`config.mk`:
```
export PLATFORM = sky130hd
export DESIGN_NAME = ap_mult_tile_seq_flat
export DESIGN_NICKNAME = d
export VERILOG_FILES = /design/src/rtl/ap_mult_tile_seq_pkg.sv /design/src/rtl/ap_mult_tile_seq_if.sv /design/src/rtl/ap_mult_tile_seq_tile.sv /design/src/rtl/ap_mult_tile_seq.sv /design/src/flat_wrapper.sv
export SDC_FILE = /design/constraint.sdc
export NUM_CORES = 1
export LEC_CHECK = 0
export CORE_MARGIN = 2
export CORE_UTILIZATION = 30
export CTS_BUF_LIST = sky130_fd_sc_hd__clkbuf_8
export DETAILED_ROUTE_END_ITERATION = 16
export PLACE_DENSITY = 0.46
export RECOVER_POWER = 100
export SKIP_CTS_REPAIR_TIMING = 1
export SLEW_MARGIN = 10
export SYNTH_ARGS = -nofsm -noshare
export SYNTH_HDL_FRONTEND = slang
export SYNTH_SLANG_ARGS = --single-unit
```
`constraint.sdc`:
```
create_clock -name clk -period 12.1 [get_ports clk]
set_input_delay 1.21 -clock clk [delete_from_list [all_inputs] [get_ports clk]]
set_output_delay 1.21 -clock clk [all_outputs]
set_load 0.1 [all_outputs]
```
`src/rtl/ap_mult_tile_seq_pkg.sv`:
```
// Shared types and helpers for the sequential tiled approximate multiplier.
package ap_mult_seq_pkg;

  localparam int unsigned TILE_W = 4;
  // Widest pending vector the one-hot helper handles (DW up to 32).
  localparam int unsigned MAX_T  = 64;

  typedef enum logic [1:0] {
    StIdle = 2'd0,
    StCalc = 2'd1,
    StDone = 2'd2
  } state_e;

  // Number of 4x4 tiles needed to cover a DW x DW product.
  function automatic int unsigned tile_cnt(int unsigned dw);
    return (dw / TILE_W) * (dw / TILE_W);
  endfunction

  // Isolate the lowest set bit; selects the next tile to process.
  function automatic logic [MAX_T-1:0] lsb_onehot(logic [MAX_T-1:0] v);
    return v & (~v + MAX_T'(1));
  endfunction

endpackage

```
`src/rtl/ap_mult_tile_seq_if.sv`:
```
// Operand/result handshake bundle for ap_mult_tile_seq.
interface ap_mult_tile_seq_if #(
  parameter int unsigned DW = 8
);
  logic          in_valid;
  logic          in_ready;
  logic [DW-1:0] muld;
  logic [DW-1:0] mulr;
  logic          out_valid;
  logic          out_ready;
  logic [2*DW-1:0] res;
  logic          busy;

  modport master (
    output in_valid, muld, mulr, out_ready,
    input  in_ready, out_valid, res, busy
  );

  modport slave (
    input  in_valid, muld, mulr, out_ready,
    output in_ready, out_valid, res, busy
  );
endinterface

```
`src/rtl/ap_mult_tile_seq_tile.sv`:
```
// 4x4 unsigned approximate multiplier tile.
// Columns 0..3 are OR-compressed (no carries leave the low half);
// columns 4..6 are summed exactly. Result always fits 8 bits (max 191).
module ap_unsi_wall_4b_r4 (
  input  logic [3:0] a_i,
  input  logic [3:0] b_i,
  output logic [7:0] p_o
);
  // pp[j][i] = a[i] & b[j], weight 2^(i+j)
  logic [3:0][3:0] pp;
  logic [3:0]      lo;
  logic [3:0]      hi;

  // Partial product array.
  always_comb begin
    for (int j = 0; j < 4; j++) begin
      pp[j] = a_i & {4{b_i[j]}};
    end
  end

  // Low columns approximated by OR, high columns summed exactly (hi is in units of 16).
  always_comb begin
    lo[0] = pp[0][0];
    lo[1] = pp[0][1] | pp[1][0];
    lo[2] = pp[0][2] | pp[1][1] | pp[2][0];
    lo[3] = pp[0][3] | pp[1][2] | pp[2][1] | pp[3][0];
    hi    = 4'(pp[1][3]) + 4'(pp[2][2]) + 4'(pp[3][1])
          + {2'b0, pp[2][3], 1'b0} + {2'b0, pp[3][2], 1'b0}
          + {1'b0, pp[3][3], 2'b0};
  end

  assign p_o = {hi, lo};

endmodule

```
`src/rtl/ap_mult_tile_seq.sv`:
```
// Sequential DWxDW approximate multiplier using a single 4x4 tile.
// One tile product is accumulated per CALC cycle, lowest pending tile first.
// Optional build macro: AP_SKIP_ZERO_EN -- skip tiles with a zero nibble operand.
module ap_mult_tile_seq
  import ap_mult_seq_pkg::*;
#(
  parameter int unsigned DW = 8
) (
  input logic               clk,
  input logic               rst,
  ap_mult_tile_seq_if.slave bus
);

  localparam int unsigned K  = DW / TILE_W;
  localparam int unsigned T  = tile_cnt(DW);
  localparam int unsigned RW = 2 * DW;

  state_e            state_q, state_d;
  logic [DW-1:0]     muld_q, muld_d;
  logic [DW-1:0]     mulr_q, mulr_d;
  logic [RW-1:0]     acc_q, acc_d;
  logic [RW-1:0]     res_q, res_d;
  logic [T-1:0]      pending_q, pending_d;
  logic [T-1:0]      mask;
  logic [MAX_T-1:0]  sel_full;
  logic [T-1:0]      sel;
  logic [TILE_W-1:0] nib_a, nib_b;
  logic [2*TILE_W-1:0] prod;
  logic [RW-1:0]     weight;
  logic [RW-1:0]     acc_sum;
  logic              last;

  // Pick the lowest pending tile.
  always_comb begin
    sel_full = lsb_onehot(MAX_T'(pending_q));
    sel      = sel_full[T-1:0];
  end

  if (T < MAX_T) begin : g_sel_hi
    logic unused_sel_hi;
    assign unused_sel_hi = ^sel_full[MAX_T-1:T];
  end

  // Nibble muxes: tile t uses muld nibble t%K and mulr nibble t/K.
  always_comb begin
    nib_a = '0;
    nib_b = '0;
    for (int t = 0; t < int'(T); t++) begin
      if (sel[t]) begin
        nib_a = muld_q[TILE_W*(t%K) +: TILE_W];
        nib_b = mulr_q[TILE_W*(t/K) +: TILE_W];
      end
    end
  end

  ap_unsi_wall_4b_r4 u_tile (
    .a_i(nib_a),
    .b_i(nib_b),
    .p_o(prod)
  );

  // Shift the tile product to its column weight 4*(i+j).
  always_comb begin
    weight = '0;
    for (int t = 0; t < int'(T); t++) begin
      if (sel[t]) begin
        weight = RW'(prod) << (TILE_W * ((t % K) + (t / K)));
      end
    end
  end

  assign acc_sum = acc_q + weight;
  assign last    = ((pending_q & ~sel) == '0);

  // Tile mask computed from the incoming operands at accept time.
  always_comb begin
`ifdef AP_SKIP_ZERO_EN
    mask = '0;
    for (int t = 0; t < int'(T); t++) begin
      mask[t] = (bus.muld[TILE_W*(t%K) +: TILE_W] != '0) &&
                (bus.mulr[TILE_W*(t/K) +: TILE_W] != '0);
    end
`else
    mask = '1;
`endif
  end

  // Next-state and datapath update.
  always_comb begin
    state_d   = state_q;
    muld_d    = muld_q;
    mulr_d    = mulr_q;
    acc_d     = acc_q;
    res_d     = res_q;
    pending_d = pending_q;
    unique case (state_q)
      StIdle: begin
        if (bus.in_valid) begin
          muld_d    = bus.muld;
          mulr_d    = bus.mulr;
          acc_d     = '0;
          pending_d = mask;
          if (mask == '0) begin
            state_d = StDone;
            res_d   = '0;
          end else begin
            state_d = StCalc;
          end
        end
      end
      StCalc: begin
        acc_d     = acc_sum;
        pending_d = pending_q & ~sel;
        if (last) begin
          state_d = StDone;
          res_d   = acc_sum;
        end
      end
      StDone: begin
        if (bus.out_ready) begin
          state_d = StIdle;
        end
      end
      default: state_d = StIdle;
    endcase
  end

  // State and datapath registers; rst overrides everything.
  always_ff @(posedge clk) begin
    if (rst) begin
      state_q   <= StIdle;
      muld_q    <= '0;
      mulr_q    <= '0;
      acc_q     <= '0;
      res_q     <= '0;
      pending_q <= '0;
    end else begin
      state_q   <= state_d;
      muld_q    <= muld_d;
      mulr_q    <= mulr_d;
      acc_q     <= acc_d;
      res_q     <= res_d;
      pending_q <= pending_d;
    end
  end

  assign bus.in_ready  = (state_q == StIdle);
  assign bus.out_valid = (state_q == StDone);
  assign bus.busy      = (state_q != StIdle);
  assign bus.res       = res_q;

endmodule

```
`src/flat_wrapper.sv`:
```
// flat-port wrapper written by rule: the top's interface ports become plain ports
module ap_mult_tile_seq_flat import ap_mult_seq_pkg::*;
#(
  parameter int unsigned DW = 8
)
  (clk, rst, bus_in_valid, bus_muld, bus_mulr, bus_out_ready, bus_in_ready, bus_out_valid, bus_res, bus_busy);
  ap_mult_tile_seq_if #(.DW(DW)) bus_i ();
  input logic clk;
  input logic rst;
  input wire logic [$bits(bus_i.in_valid)-1:0] bus_in_valid;
  input wire logic [$bits(bus_i.muld)-1:0] bus_muld;
  input wire logic [$bits(bus_i.mulr)-1:0] bus_mulr;
  input wire logic [$bits(bus_i.out_ready)-1:0] bus_out_ready;
  output wire logic [$bits(bus_i.in_ready)-1:0] bus_in_ready;
  output wire logic [$bits(bus_i.out_valid)-1:0] bus_out_valid;
  output wire logic [$bits(bus_i.res)-1:0] bus_res;
  output wire logic [$bits(bus_i.busy)-1:0] bus_busy;
  assign bus_i.in_valid = bus_in_valid;
  assign bus_i.muld = bus_muld;
  assign bus_i.mulr = bus_mulr;
  assign bus_i.out_ready = bus_out_ready;
  assign bus_in_ready = bus_i.in_ready;
  assign bus_out_valid = bus_i.out_valid;
  assign bus_res = bus_i.res;
  assign bus_busy = bus_i.busy;
  ap_mult_tile_seq #(.DW(DW)) u_core (.clk(clk), .rst(rst), .bus(bus_i));
endmodule
```
==> metrics.md <==
| Metric | Value |
|---|---|
| Primary FF master, synth | dfxtp_1 |
| Fin nets | between 400 and 500 |
| Slowest stage delay, CP | 0.53 ns |
| Clock power share | 0.274 |
| I/O Buffers | 38 |
| Internal power | approximately 0.25 mW |
| Layout cells sized above 1 | 0.03695 |
| Chip Height | about 100 um |
| Initial DRC count | 118 |
| Pwr/cell area | approximately 100 nW/um^2 |
| Commonest cells post-synth | nand2_1, dfxtp_1, a21oi_1, nor2_1, ha_1 |
| Worst setup margin | 7.240 ns |
| Placeable Area | slightly below 10000 sq um |
| Detailed Routing Iterations Pass 1 | 4 |
| Ports | 39 |
| # setup viols final | 0 |
| Setup CP Type | reg2reg |
| Asr flop ratio synth | 0 |
| CTS tree | built |
| CP Cell Sequence | or2_0 -> a22o_1 -> nand2_1 -> fa_1 -> fa_1 -> xor2_1 -> o22ai_1 -> ha_1 -> a21oi_1 -> o211a_1 -> nor3_1 -> o21a_1 -> o221ai_1 -> or2_1 -> a311oi_1 |
| Total area of multi-input combinational cells | 1829 sq um |
| Failing checks | capacitance limit, slew limit |
| Hold WC Path Type | reg2reg |
| Worst slew pin tran | ~2.4 ns |
| Vias | between 2000 and 3000 |
| EDFF count, synth | 0 |
| Psw | approximately 0.12 mW |
| Die area | about 11000 sq um |
| Gr ovfl total | 0 |
| Hpwl dp | about 5700 um |
| Root buffer cell | clkbuf_8 |
| Slew headroom | -0.5986 |
| Status | complete, but fails checks |
| Final min period | between 4 and 5 ns |
| CP Max Fanout | 11 |
| H-Tree Depth | 2 |
| Largest net degree at the start of global routing | between 50 and 60 |
| Vias per cell | ~4.9 |
| Gp weighted congestion | 0.9201 |
| Post-Syn Area | between 3000 and 4000 sq um |
| Max-slew violation count | 53 |
| Final WL | between 7000 and 8000 um |
| Max IR drop VDD | approximately 0.041 mV |
| Required time of the critical path | about 12 ns |
| Register share of total power | 0.526 |
| Final Skew | about 0.0072 ns |
| Diode count | 0 |
| Hold path cells | 2 |
| Flops & latches, synth | between 50 and 60 |
| Gate power share | 0.201 |
| Starting Density | 0.3110 |
| TritonCTS Buffers | 5 |
| Synth Instances | ~380 |
| Reg area | 1081 sq um |
| RSZ-0062 raised after global routing | no |
| Post-synth top area share | 0.3540 |
| P&R area growth vs syn | 16.59% |
| Fmax | approximately 0.21 GHz |
| Fillers | between 1000 and 1500 |
| FP Rows | 36 |
| DRC violations left | 0 |
| CP Launch Type | flop |
| Synth unique cells | 56 |
| Clock sinks | 54 |
| Crit-path slowest cell | or2_0 |
| Clock Latency Late Sink | roughly 0.31 ns |
| All-layer global routing usage | 0.1469 |
| Pre-CTS WS | ~7.6 ns |
| Top cells by area, synth | dfxtp_1, nand2_1, a21oi_1, ha_1, nor2_1 |
| Reg2reg path depth | 15 |
| Detail Route Antenna Nets | 0 |
| Top-count cell post-synth | nand2_1 |
| Critical Path AT | approximately 5.1 ns |
| CTS clk-pin slew, worst paths | 0.10 ns |
| Tcrit/Tclk final | 0.4017 |
| Fin. Hold Viols | 0 |
| Clock tree buffer depth | 2 |
| Worst Setup End Kind | flop |
| DIE WIDTH | approximately 100 um |
| Initial antenna violation count | 0 |
| Routed len/inst | approximately 15 um |
| Dominant cell type by area after synthesis | dfxtp_1 |
| Max_cap viols | 1 |
| Setup_tns | 0 ns |
| Switching part of the total power | 0.3249 |
| Cell mode on critical path | fa_1 |
| Leakage power figure | 1.449 nW |
| Sequential share of the synthesized area | 0.3540 |
| Syn_nets | between 400 and 500 |
| Vias in the first global route | about 2500 |
| First-pass GRT wire length | approximately 13000 um |
| Avg Inst Size Synth | approximately 8 sq um |
| Yosys Warn Count | 0 |
critical path: cells and delay by family (launching register included):
kind                     cells  cell delay [ns]
AO/OA/AOI/OAI                7             1.38
adder cells (fa/ha/maj)      3             1.32
AND/OR/NAND/NOR              4             1.28
flip-flops                   1             0.52
XOR/XNOR                     1             0.26
flip-flops by register name, indices dropped and copies added, names as in the netlist:
signal / cells
u_core.acc_q: 16
u_core.bus.res: 16
u_core.muld_q: 8
u_core.mulr_q: 8
u_core.pending_q: 4
u_core.state_q: 2
power groups by stage:
stage / sequential [mW] / clock (mW) / combinational (mW)
floorplan: 0.197 / 0 / 0.0517
global placement: 0.195 / 0 / 0.0746
detailed placement: 0.195 / 0 / 0.0751
CTS: 0.191 / 0.103 / 0.0752
global route: 0.192 / 0.109 / 0.0803
finish: 0.191 / 0.0993 / 0.0728
placed cells by master, fill, tap and decap left out, drive strengths merged, types with 2 or more instances in the layout:
| master | synthesis | routed |
|---|---|---|
| nand2 | 76 | 76 |
| dfxtp | 54 | 54 |
| a21oi | 54 | 54 |
| nor2 | 36 | 36 |
| dlygate4sd3 | 0 | 19 |
| clkdlybuf4s50 | 0 | 18 |
| ha | 16 | 16 |
| a22o | 11 | 11 |
| a21o | 9 | 9 |
| o21ai | 9 | 9 |
| o22ai | 8 | 8 |
| xnor2 | 8 | 8 |
| nand3 | 8 | 8 |
| a22oi | 7 | 7 |
| nor2b | 6 | 6 |
| inv | 4 | 6 |
| clkbuf | 11 | 6 |
| and2 | 5 | 5 |
| xor2 | 4 | 4 |
| and3 | 4 | 4 |
| or2 | 4 | 4 |
| nand2b | 3 | 3 |
| fa | 3 | 3 |
| o21a | 2 | 2 |
| o21bai | 2 | 2 |
| nor3 | 2 | 2 |
| o311ai | 2 | 2 |
| nor3b | 2 | 2 |
| buf | 8 | 2 |
| o221ai | 2 | 2 |
final timing paths:
check        slack, ns                 from            endpoint
max reg2reg       7.24  u_core.pending_q[0]  u_core.bus.res[15]
max               7.24  u_core.pending_q[0]  u_core.bus.res[15]
min               0.45    u_core.bus.res[4]   u_core.bus.res[4]
min reg2reg       0.45    u_core.bus.res[4]   u_core.bus.res[4]
layout make-up:
cell class,instances,area share
multi-input cells,300,0.5137
flip-flops and latches,54,0.3036
repair buffers,40,0.1093
well taps,133,0.04673
clock buffers,5,0.01933
inverters,5,0.005271
clock inverters,2,0.002108
cells by family after synthesis:
kind of cell,Yosys count,synth area share
xor gates and xnor gates,12,0.03441
adders and majority gates,20,0.08849
DFF,54,0.3540
AOI/OAI and AO/OA,119,0.2630
and+or+nand+nor,147,0.2151
buffers and inverters,24,0.03810
muxes,2,0.006964
stage by stage:
stage | area, sq um | hold slack (ns) | instances | util | power [mW]
floorplan | 3054 | 0.4268 | 378 | - | 0.2489
global placement | 3513 | 0.4416 | 532 | 0.3578 | 0.2695
detailed placement | 3513 | 0.4426 | 532 | 0.3578 | 0.2700
CTS | 3590 | 0.4567 | 539 | 0.3656 | 0.3685
global route | 3561 | 0.4709 | 539 | 0.3626 | 0.3813
finish | 3561 | 0.4517 | 539 | 0.3626 | 0.3630
routing by layer:
metal | global-route usage | up-vias | share of wire
met3 | 0.02682 | 9 | 0.028
met4 | 0.03238 | 0 | 0.0088
met5 | 0 | - | 0
met1 | 0.1981 | 1214 | 0.50
li1 | - | 1390 | -
met2 | 0.2444 | 42 | 0.47
Note: power is estimated with default switching activity, not from simulation.
